==> src/rtl/ip_unmask_serial_if.sv <==
// Handshake bundle for the serial inner-product unmasker: operands in, unmasked byte out.
interface ip_unmask_serial_if #(parameter int V = 8);
    logic           in_valid;
    logic           in_ready;
    logic [V*8-1:0] L;
    logic [V*8-1:0] R;
    logic           out_valid;
    logic           out_ready;
    logic [7:0]     S;

    modport master (output in_valid, L, R, out_ready, input in_ready, out_valid, S);
    modport slave  (input in_valid, L, R, out_ready, output in_ready, out_valid, S);
endinterface

==> src/rtl/ip_unmask_serial.sv <==
// Serial inner-product unmasking: S = R_0 ^ sum_{i>=1} L_i*R_i over GF(2^8),
// one shared multiplier stepping through the shares one per cycle.
module gmul8 (
    input  logic [7:0] i_a,
    input  logic [7:0] i_b,
    output logic [7:0] o_p
);
    logic [7:0] w_a;

    // Shift-and-add with on-the-fly reduction by x^8+x^4+x^3+x+1
    always_comb begin
        o_p = 8'h00;
        w_a = i_a;
        for (int i = 0; i < 8; i++) begin
            if (i_b[i]) o_p = o_p ^ w_a;
            w_a = {w_a[6:0], 1'b0} ^ (w_a[7] ? 8'h1B : 8'h00);
        end
    end
endmodule

module ip_unmask_serial #(
    parameter int V = 8
) (
    input  logic              clk,
    input  logic              rst_n,
    ip_unmask_serial_if.slave bus
);
    localparam int IW = $clog2(V) + 1;
    localparam int W  = V * 8;

    typedef enum logic [1:0] {IDLE, BUSY, DONE} state_t;

    state_t          r_state, w_next;
    logic [W-1:0]    r_lreg, r_rreg;
    logic [7:0]      r_acc;
    logic [IW-1:0]   r_idx;
    logic [7:0]      w_la, w_ra, w_prod;
    logic            w_last;

    always_comb begin
        w_la = 8'h00;
        w_ra = 8'h00;
        for (int i = 0; i < V; i++) begin
            if (r_idx == IW'(i)) begin
                w_la = r_lreg[i*8 +: 8];
                w_ra = r_rreg[i*8 +: 8];
            end
        end
    end

    gmul8 u_gmul (.i_a(w_la), .i_b(w_ra), .o_p(w_prod));

    assign w_last = (r_idx == IW'(V - 1));

    always_ff @(posedge clk or negedge rst_n) begin
        if (!rst_n) r_state <= IDLE;
        else        r_state <= w_next;
    end

    // Outputs decode state only; S is gated so shares never reach the bus while idle/busy
    always_comb begin
        w_next        = r_state;
        bus.in_ready  = 1'b0;
        bus.out_valid = 1'b0;
        bus.S         = 8'h00;
        case (r_state)
            IDLE: begin
                bus.in_ready = 1'b1;
                if (bus.in_valid) w_next = (V > 1) ? BUSY : DONE;
            end
            BUSY: begin
                if (w_last) w_next = DONE;
            end
            DONE: begin
                bus.out_valid = 1'b1;
                bus.S         = r_acc;
                if (bus.out_ready) w_next = IDLE;
            end
            default: w_next = IDLE;
        endcase
    end

    always_ff @(posedge clk or negedge rst_n) begin
        if (!rst_n) begin
            r_lreg <= '0;
            r_rreg <= '0;
            r_acc  <= 8'h00;
            r_idx  <= '0;
        end else begin
            case (r_state)
                IDLE: if (bus.in_valid) begin
                    r_lreg <= bus.L;
                    r_rreg <= bus.R;
                    r_acc  <= bus.R[7:0];
                    r_idx  <= IW'(1);
                end
                BUSY: begin
                    r_acc <= r_acc ^ w_prod;
                    r_idx <= r_idx + IW'(1);
                end
                DONE: if (bus.out_ready) begin
                    r_lreg <= '0;
                    r_rreg <= '0;
                    r_acc  <= 8'h00;
                    r_idx  <= '0;
                end
                default: ;
            endcase
        end
    end
endmodule

==> src/flat_wrapper.sv <==
// flat-port wrapper written by rule: the top's interface ports become plain ports
module ip_unmask_serial_flat 
#(
    parameter int V = 8
)
  (clk, rst_n, bus_in_valid, bus_L, bus_R, bus_out_ready, bus_in_ready, bus_out_valid, bus_S);
  ip_unmask_serial_if #(.V(V)) bus_i ();
  input  logic clk;
  input  logic rst_n;
  input wire logic [$bits(bus_i.in_valid)-1:0] bus_in_valid;
  input wire logic [$bits(bus_i.L)-1:0] bus_L;
  input wire logic [$bits(bus_i.R)-1:0] bus_R;
  input wire logic [$bits(bus_i.out_ready)-1:0] bus_out_ready;
  output wire logic [$bits(bus_i.in_ready)-1:0] bus_in_ready;
  output wire logic [$bits(bus_i.out_valid)-1:0] bus_out_valid;
  output wire logic [$bits(bus_i.S)-1:0] bus_S;
  assign bus_i.in_valid = bus_in_valid;
  assign bus_i.L = bus_L;
  assign bus_i.R = bus_R;
  assign bus_i.out_ready = bus_out_ready;
  assign bus_in_ready = bus_i.in_ready;
  assign bus_out_valid = bus_i.out_valid;
  assign bus_S = bus_i.S;
  ip_unmask_serial #(.V(V)) u_core (.clk(clk), .rst_n(rst_n), .bus(bus_i));
endmodule
==> config.mk <==
export PLATFORM = sky130hd
export DESIGN_NAME = ip_unmask_serial_flat
export DESIGN_NICKNAME = d
export VERILOG_FILES = /design/src/rtl/ip_unmask_serial_if.sv /design/src/rtl/ip_unmask_serial.sv /design/src/flat_wrapper.sv
export SDC_FILE = /design/constraint.sdc
export NUM_CORES = 1
export LEC_CHECK = 0
export ABC_CLOCK_PERIOD_IN_PS = 5640
export BUFFER_PORTS_ARGS = -buffer_cell sky130_fd_sc_hd__buf_2
export CORE_ASPECT_RATIO = 0.75
export CORE_UTILIZATION = 35
export CTS_CLUSTER_DIAMETER = 150
export DETAILED_ROUTE_END_ITERATION = 8
export SETUP_SLACK_MARGIN = 0.05
export SYNTH_ARGS = -nofsm -noshare
export SYNTH_HDL_FRONTEND = slang
export SYNTH_HIERARCHICAL = 1
export SYNTH_SLANG_ARGS = --single-unit
==> constraint.sdc <==
create_clock -name clk -period 5.64 [get_ports clk]
set_input_delay 0.282 -clock clk [delete_from_list [all_inputs] [get_ports clk]]
set_output_delay 0.282 -clock clk [all_outputs]
set_load 0.03 [all_outputs]
==> metrics.cfg, run 1 <==
[status]
status=complete, no violations

[clocking]
clock_latency_ps=430
clock_sinks=142
clock_tree_from_tritoncts=yes
cts.reportedPaths.clkPinSlew_ps=60
clock-root-buffer=clkbuf_16
cts-htree-levels=4
cts_repair_resize_count=0
cts_buffer_depth=2
cts_inserted_buffers=17

[sta]
worst_clock_skew_ps=8.82
final-hold-violation-count=0
worstMarginPinSlew_ps=1220
finalSetupViolCount=0
grt_setup_unrepaired=no
final_min_period_over_clock_period=0.810
fmax_mhz=219
report.final.slew_viol_count=0
min_period_ps=4570
setup_tns_ps=0
worst_slew_margin_rel=0.188
setup_slack_of_the_critical_path_after_layout_ps=1070

[flow_run]
drv.max_cap_violation_count=0

[critical_path]
cp_data_required_time_ps=5910
critPathCaptureType=register
worst-setup-path-type=reg2reg
r2r_start=u_core/r_idx[1]
critical_path_peak_fanout=14
r2r_cells=12
crit_path_end=u_core/r_acc[3]
worstSetupStartpoint=u_core/r_idx[1]
r2r-end=u_core/r_acc[3]
timing.critical_path.arrival_ps=4840
r2r_setup_slack_ps=1070
critPathLaunchType=register

[place]
dpl.hpwl_um=18200
io_buffers=141
area_post_placement_um2=9570
pre_cts_slack_ps=1160
place.gp.congestion=0.852

[global_route]
grt_pass1_vias=6969
grt_max_degree=141
globalRouteTotalUtil=0.202
grt_pass1_wl_um=39200
number_of_antenna_violations_at_the_first_check_in_global_routing=0
globalRouteOverflowTotal=0

[detailed_routing]
wl_per_cell_um=16.9
final_wl_um=24900
drc=0
antenna_left=0
routed-via-count=7305
vias_per_cell=4.97
drt_pass1_iterations=5
initialDrtViolationCount=595

[synth]
yosysTopAreaCell=dfrtp_1
synth_fp_nets=1174
synth_top_area_frac=0.408
synth_area_um2=8700
ys_seq_elements=142
post_syn_area_per_cell_um2=8.41
ys_types=50
synth_top_flop_cell=dfrtp_1
post-synth-top-count-cell=nand2_1
yosys-top-cells-area=dfrtp_1, nand2b_1, nand2_1, o21ai_0, a21oi_1
seq_total_area_yosys=0.408
synth_async_sr_flop_share=1.00
synth_enable_flop_cells=0
synth-warning-count=6
synthesis.instances=1034
ranking_of_synthesized_cells_by_instance_count=nand2_1, dfrtp_1, nand2b_1, o21ai_0, a21oi_1

[final_layout]
drive_above_1_share=0.186
n_antenna_cell=0
design_area_um2=10200
design.final.nets=1268
area_delta_synth_final_pct=17.0

[pwr]
net-switching-power_w=0.00353
pwr_density_cell_nw_per_um2=794
switching_share=0.436
share_comb_of_total_power=0.626
vdd_ir_drop_max_mv=0.429
power_frac_seq=0.232
static-leakage-power_nw=4.58
p_int_w=0.00456
power.share.clock=0.142

[floorplanning]
floorplan.io_pins=142
die_area_um2=25500
core_area_um2=24200
initial_core_util=0.360
chipWidth_um=184
die_h_um=139
placement_rows=49

[min_path]
hold_path_class=in2reg

cell usage in the layout, fill, tap and decap left out, types with 4 or more instances in the layout:
cell         n
nand2_1    210
o21ai_1     75
buf_4       22
a22oi_1      4
nand3_1      5
o21ai_0     92
buf_2      140
nor2b_1      6
nor3b_1      9
clkbuf_16   17
nand2b_1   130
a32o_1      14
o211ai_1    15
xnor2_1     42
xnor3_1      7
nor2_1      19
a21oi_1     76
inv_1       12
mux2i_1      5
and2_1       8
dfrtp_1    142
ha_1         7
o22ai_1     16
xor2_1      10
how the worst min path moves through the flow:
stage / startpoint / endpoint / slack [ps] / cells after the start
2_1_floorplan: rst_n / u_core/r_acc[0] / -10 / 0
3_3_place_gp: rst_n / u_core/r_lreg[4] / 400 / 1
3_5_place_dp: rst_n / u_core/r_lreg[4] / 390 / 1
4_1_cts: bus_R[60] / u_core/r_rreg[60] / 70 / 3
5_1_grt: bus_L[56] / u_core/r_lreg[56] / 90 / 3
6_report: bus_R[60] / u_core/r_rreg[60] / 90 / 3
power groups by stage:
| stage | clock [W] | combinational, W | sequential (W) |
|---|---|---|---|
| floorplan | 0 | 0.00421 | 0.00173 |
| global placement | 0 | 0.00494 | 0.00189 |
| detailed placement | 0 | 0.00502 | 0.00189 |
| CTS | 0.00117 | 0.00503 | 0.00188 |
| global route | 0.00121 | 0.00555 | 0.00193 |
| finish | 0.00115 | 0.00506 | 0.00188 |
routing by layer:
metal,GRT usage,vias up,routed length (µm)
met4,0.0482,0,313
met5,0,-,0
met1,0.317,3386,12800
met3,0.0399,23,1590
li1,-,3662,-
met2,0.279,234,10200
through the flow:
stage	hold WS, ps	util	power (W)	cells
5_1_grt	86.7	0.421	0.00869	1471
4_1_cts	75.0	0.421	0.00808	1471
6_report	87.9	0.421	0.00808	1471
3_5_place_dp	393	0.396	0.00691	1439
2_1_floorplan	-13.6	-	0.00593	1034
3_3_place_gp	397	0.396	0.00683	1439
what timing repair did:
action | in CTS | in global routing
hold endpoints to repair | 82 | 0
hold buffers | 1 | 0
setup buffers | 0 | 0
critical path, stage by stage (launching register included):
cell and delay (ps):
dfrtp_1 420, ha_1 450, or3_1 510, o22ai_1 170, a21oi_1 950, xor3_2 710
xor2_1 190, nand2_1 100, xnor2_2 190, xnor3_1 340, nor3b_1 150, a21oi_1 140
o21ai_0 90
cell families after synthesis:
logic type | after synthesis | synth area share
multiplexers | 7 | 0.00834
AO/OA/AOI/OAI | 308 | 0.201
adder cells (fa/ha/maj) | 8 | 0.0115
AND/OR/NAND/NOR | 398 | 0.223
buffers and inverters | 104 | 0.0577
flip-flops | 142 | 0.408
XOR/XNOR | 67 | 0.0906
area by class of cell:
class | instances | area (µm²)
Clock buffer | 21 | 460
Clock inverter | 10 | 130
Fill cell | 2450 | 14000
Inverter | 14 | 52.6
Multi-Input combinational cell | 788 | 4660
Sequential cell | 142 | 3550
Tap cell | 331 | 414
Timing Repair Buffer | 165 | 907
flip-flops by register name (all words and copies together) (netlist names):
signal and count:
u_core/r_idx 4, u_core/r_state 2, u_core/r_acc 8, u_core/r_rreg 64
u_core/r_lreg 64
(Power assumes the default switching activity.)
==> run 2, diff against run 1 <==
--- a/config.mk
+++ b/config.mk
@@ -5,7 +5,7 @@
 export SDC_FILE = /design/constraint.sdc
 export NUM_CORES = 1
 export LEC_CHECK = 0
-export ABC_CLOCK_PERIOD_IN_PS = 5640
+export ABC_CLOCK_PERIOD_IN_PS = 3860
 export BUFFER_PORTS_ARGS = -buffer_cell sky130_fd_sc_hd__buf_2
 export CORE_ASPECT_RATIO = 0.75
 export CORE_UTILIZATION = 35
==> constraint.sdc (replaced) <==
create_clock -name clk -period 3.86 [get_ports clk]
set_input_delay 0.193 -clock clk [delete_from_list [all_inputs] [get_ports clk]]
set_output_delay 0.193 -clock clk [all_outputs]
set_load 0.03 [all_outputs]
==> run 2 against run 1 <==
Against the previous run: via count increased by 3.1%; clock power increased by 49%; power increased by 54%; non-clock buffer count increased by 53; global-route usage increased by 0.42 points; flip-flop and latch count unchanged; critical path depth increased by 5; core utilization increased by 2.5 points; critical path type unchanged; largest power group unchanged.
==> metrics.cfg, run 2 (synthesis results as in run 1) <==
[detailed_routing]
initialDrtViolationCount=693
routed-via-count=7530
final_wl_um=25300
antenna_left=0
wl_per_cell_um=16.6
drc=0
vias_per_cell=4.94
drt_pass1_iterations=5

[min_path]
hold_path_class=in2reg

[place]
dpl.hpwl_um=18500
pre_cts_slack_ps=74.7
place.gp.congestion=0.920
area_post_placement_um2=9870
io_buffers=141

[final_layout]
sequential_cell_area_um2=3550
drive_above_1_share=0.220
design_area_um2=10800
multi_input_area_um2=4720
final_cell_mix=nand2_1, dfrtp_1, buf_2
area_delta_synth_final_pct=23.9
n_fill_cell=2438
design.final.nets=1321
n_antenna_cell=0
mostFrequentLayoutCell=nand2_1
final_core_util=0.446
biggestRegsByFlops=u_core/r_lreg (64), u_core/r_rreg (64), u_core/r_acc (8)

[critical_path]
critPathCaptureType=register
timing.critical_path.arrival_ps=3990
critical_path_peak_fanout=15
worst-setup-path-type=reg2reg
critPathLaunchType=register
cp_data_required_time_ps=4210

[clocking]
cts-htree-levels=4
clock-root-buffer=clkbuf_16
clock_sinks=142
clock_tree_from_tritoncts=yes
cts_inserted_buffers=17
cts_buffer_depth=2
clock_latency_ps=440
cts.reportedPaths.clkPinSlew_ps=70

[sta]
worst_slew_margin_rel=0.377
fmax_mhz=274
finalSetupViolCount=0
worst_clock_skew_ps=11.4
setup_tns_ps=0
final-hold-violation-count=0
min_period_ps=3640
final_min_period_over_clock_period=0.944
worstMarginPinSlew_ps=935
whs_ps=9.40
setup_slack_of_the_critical_path_after_layout_ps=217
grt_setup_unrepaired=yes
report.final.slew_viol_count=0

[floorplanning]
core_area_um2=24200
initial_core_util=0.360
die_area_um2=25500
placement_rows=49
floorplan.io_pins=142
chipWidth_um=184
die_h_um=139

[pwr]
p_int_w=0.00719
vdd_ir_drop_max_mv=0.637
switching_share=0.424
share_comb_of_total_power=0.643
static-leakage-power_nw=4.89
power.share.clock=0.137
net-switching-power_w=0.00529
pwr_density_cell_nw_per_um2=1160
power_frac_seq=0.220

[global_route]
globalRouteOverflowTotal=0
grt_pass1_wl_um=39900
grt_max_degree=179
grt_pass1_vias=7177
globalRouteTotalUtil=0.206
number_of_antenna_violations_at_the_first_check_in_global_routing=0

[flow_run]
drv.max_cap_violation_count=0

[status]
status=complete, no violations

run 2: routing by layer:
layer,GRT usage,wire (µm)
met4,0.0443,218
met3,0.0441,1590
met1,0.322,13100
met2,0.287,10400
met5,0,0
run 2: critical path: stages (launching register included):
cell      delay [ps]
dfrtp_2          440
inv_1            110
ha_1             180
buf_4            190
buf_6            190
nand2_1           60
o21ai_0          170
o211ai_1         240
a21oi_2          240
mux2i_2          320
buf_4            160
xnor2_1           50
o21ai_1          170
xnor3_1          370
xnor2_2          230
nor3b_1          210
a21oi_1           60
o21ai_0          140
run 2: power by group through the flow:
| stage | clock (W) | combinational [W] | sequential [W] |
|---|---|---|---|
| floorplan | 0 | 0.00614 | 0.00252 |
| global placement | 0 | 0.00768 | 0.00276 |
| detailed placement | 0 | 0.00774 | 0.00276 |
| CTS | 0.00174 | 0.00779 | 0.00274 |
| global route | 0.00181 | 0.00882 | 0.00282 |
| finish | 0.00171 | 0.00802 | 0.00275 |
run 2: worst paths after layout:
kind,from,end,slack [ps],cells after the start
setup / recovery,u_core/r_idx[0],u_core/r_acc[2],220,17
setup reg to reg,u_core/r_idx[0],u_core/r_acc[2],220,17
max in group asynchronous,rst_n,u_core/r_rreg[3],2720,3
hold reg to reg,u_core/r_lreg[54],u_core/r_lreg[54],480,2
min in group asynchronous,rst_n,u_core/r_rreg[59],410,2
hold / removal,bus_L[34],u_core/r_lreg[34],9,3
run 2: area by class of cell:
type,count,area share
Timing Repair Buffer,218,0.133
Clock inverter,12,0.0149
Multi-Input combinational cell,788,0.438
Tap cell,331,0.0384
Clock buffer,19,0.0411
Inverter,14,0.00488
Sequential cell,142,0.330
run 2: what timing repair did:
| item | CTS | global route |
|---|---|---|
| pin swaps | 0 | 2 |
| gates cloned | 0 | 0 |
| setup endpoints to repair | 1 | 8 |
| setup buffers | 0 | 4 |
| hold buffers | 20 | 0 |
| hold endpoints to repair | 115 | 0 |
| gates resized for setup | 1 | 19 |
run 2: through the flow:
stage                     std cells  power, W
after global routing           1524    0.0135
after CTS                      1520    0.0123
after global placement         1469    0.0104
after floorplan                1034   0.00867
final                          1524    0.0125
after detailed placement       1469    0.0105
==> run 3, diff against run 2 <==
--- a/config.mk
+++ b/config.mk
@@ -5,6 +5,7 @@
 export SDC_FILE = /design/constraint.sdc
 export NUM_CORES = 1
 export LEC_CHECK = 0
+export ABC_AREA = 1
 export ABC_CLOCK_PERIOD_IN_PS = 3860
 export BUFFER_PORTS_ARGS = -buffer_cell sky130_fd_sc_hd__buf_2
 export CORE_ASPECT_RATIO = 0.75
==> run 3 against run 2 <==
Against the previous run: register-to-register slack gained 80 ps; clock skew down 2.8 ps; maximum frequency is 2.3% higher; critical endpoint is now u_core/r_acc[4]; highest routed layer unchanged.
==> metrics.cfg, run 3 <==
[clocking]
cts-htree-levels=4
clock_sinks=142
cts.reportedPaths.clkPinSlew_ps=60
clock_tree_from_tritoncts=yes
clock-root-buffer=clkbuf_16
cts_buffer_depth=2
cts_inserted_buffers=17
clock_latency_ps=440

[synth]
ys_types=42
yosys-top-cells-area=dfrtp_1, nand2_1, nand3_1, inv_1, o21ai_1
synth_area_um2=9400
ys_seq_elements=142
synth_fp_nets=1464
synth_top_flop_cell=dfrtp_1
synth_top_area_frac=0.378
yosysTopAreaCell=dfrtp_1
synthesis.instances=1324
post-synth-top-count-cell=nand2_1
synth-warning-count=6
synth_enable_flop_cells=0
seq_total_area_yosys=0.378
post_syn_area_per_cell_um2=7.10
synth_async_sr_flop_share=1.00
ranking_of_synthesized_cells_by_instance_count=nand2_1, inv_1, nand3_1, dfrtp_1, o21ai_1

[floorplanning]
core_area_um2=26200
initial_core_util=0.359
placement_rows=51
die_area_um2=27500
die_h_um=144
chipWidth_um=191
floorplan.io_pins=142

[final_layout]
biggestRegsByFlops=u_core/r_lreg (64), u_core/r_rreg (64), u_core/r_acc (8)
area_delta_synth_final_pct=24.2
mostFrequentLayoutCell=nand2_1
final_cell_mix=nand2_1, inv_1, nand3_1
design_area_um2=11700
n_antenna_cell=0
design.final.nets=1650
drive_above_1_share=0.230

[detailed_routing]
vias_per_cell=4.86
routed-via-count=9070
drc=0
initialDrtViolationCount=776
wl_per_cell_um=15.4
drt_pass1_iterations=6
final_wl_um=28800
antenna_left=0

[global_route]
grt_pass1_vias=8401
grt_pass1_wl_um=44500
number_of_antenna_violations_at_the_first_check_in_global_routing=0
grt_max_degree=85
globalRouteTotalUtil=0.212
globalRouteOverflowTotal=0

[sta]
worstMarginPinSlew_ps=1050
report.final.slew_viol_count=0
finalSetupViolCount=0
min_period_ps=3560
final_min_period_over_clock_period=0.923
fmax_mhz=281
worst_clock_skew_ps=8.59
worst_slew_margin_rel=0.302
final-hold-violation-count=0
grt_setup_unrepaired=yes

[critical_path]
crit_path_end=u_core/r_acc[4]
delay_of_the_slowest_critical_path_stage_ps=460
critPathLaunchType=register
worstSetupStartpoint=u_core/r_idx[0]
critical_path.slowest_cell=dfrtp_2
r2r-end=u_core/r_acc[4]
critical_path_peak_fanout=8
timing.critical_path.arrival_ps=3890
cp_data_required_time_ps=4190
cp_num_cells=28
worst-setup-path-type=reg2reg
critPathCaptureType=register
r2r_start=u_core/r_idx[0]
crit_buf_inv=7
worst_path_dominant_cell_family=simple AND/OR/NAND/NOR gates
r2r_setup_slack_ps=300
r2r_cells=28

[flow_run]
drv.max_cap_violation_count=0

[place]
place.gp.congestion=0.964
dpl.hpwl_um=21400
io_buffers=141
area_post_placement_um2=10600

[min_path]
hold_path_class=in2reg

[status]
status=complete, no violations

run 3: cell count changes after synthesis, sizes merged, moves of 15 or more:
cell    previous run  this run
xnor2             44        11
o21ai            167       188
inv               14       252
o22ai             16         1
a21oi             76        43
nand2b           130         1
nand3              5       213
buf               28        53
clkbuf            62        21
nand2            210       318
run 3: cell type report:
type / count / area [µm²]
fillers: 2690 / 14500
multi-input cells: 857 / 4500
flip-flops and latches: 142 / 3560
repair buffers: 239 / 1610
inverters: 252 / 967
well taps: 344 / 430
clock buffers: 17 / 425
clock inverters: 15 / 188
repair inverters: 1 / 7.51
run 3: worst min-delay path, stage by stage:
cell     delay, ps
buf_2           80
nand3_1         70
o21ai_1         60
run 3: logic make-up (layout without fill, tap and decap cells):
logic type,Yosys count,in the layout,synth area share
simple gates,573,574,0.288
buf+inv,326,524,0.155
compound gates,251,251,0.144
flops,142,142,0.378
xor+xnor,24,24,0.0248
fa+ha+maj,8,8,0.0106
run 3: worst min-delay path by stage:
| stage | start | to | slack, ps | cells past startpoint |
|---|---|---|---|---|
| after floorplan | rst_n | u_core/r_acc[0] | -100 | 0 |
| after global placement | rst_n | u_core/r_lreg[29] | 310 | 1 |
| after detailed placement | rst_n | u_core/r_lreg[38] | 320 | 1 |
| after CTS | bus_R[26] | u_core/r_rreg[26] | 0.3 | 3 |
| after global routing | bus_R[26] | u_core/r_rreg[26] | 10 | 3 |
| final | bus_L[4] | u_core/r_lreg[4] | 6 | 3 |
run 3: what timing repair did:
action	CTS	global route
cloned	0	3
setup buffers	0	13
hold buffers	22	0
pin swaps	1	3
hold endpoints to repair	103	0
resized for setup	0	33
endpoints found under the setup margin	2	8
run 3: per-layer routing:
layer,up-vias,part of all wire,track usage
met5,-,0,0
met4,0,0.0090,0.0455
met3,18,0.077,0.0471
met2,310,0.41,0.304
met1,4183,0.51,0.321
li1,4559,-,-
run 3: per-stage QoR:
stage	worst slack [ps]	cells	utilization	hold WS, ps	TNS, ps
floorplan	840	1324	-	-103	0
finish	297	1867	0.446	6.20	0
global placement	88.2	1797	0.405	314	0
CTS	51.6	1851	0.437	0.343	0
detailed placement	51.8	1797	0.405	316	0
global route	-8.37	1867	0.446	9.66	-8.37
Power of run 3 is not shown: default switching activity piles up to over one toggle a cycle in this logic, so the estimate is an artifact.
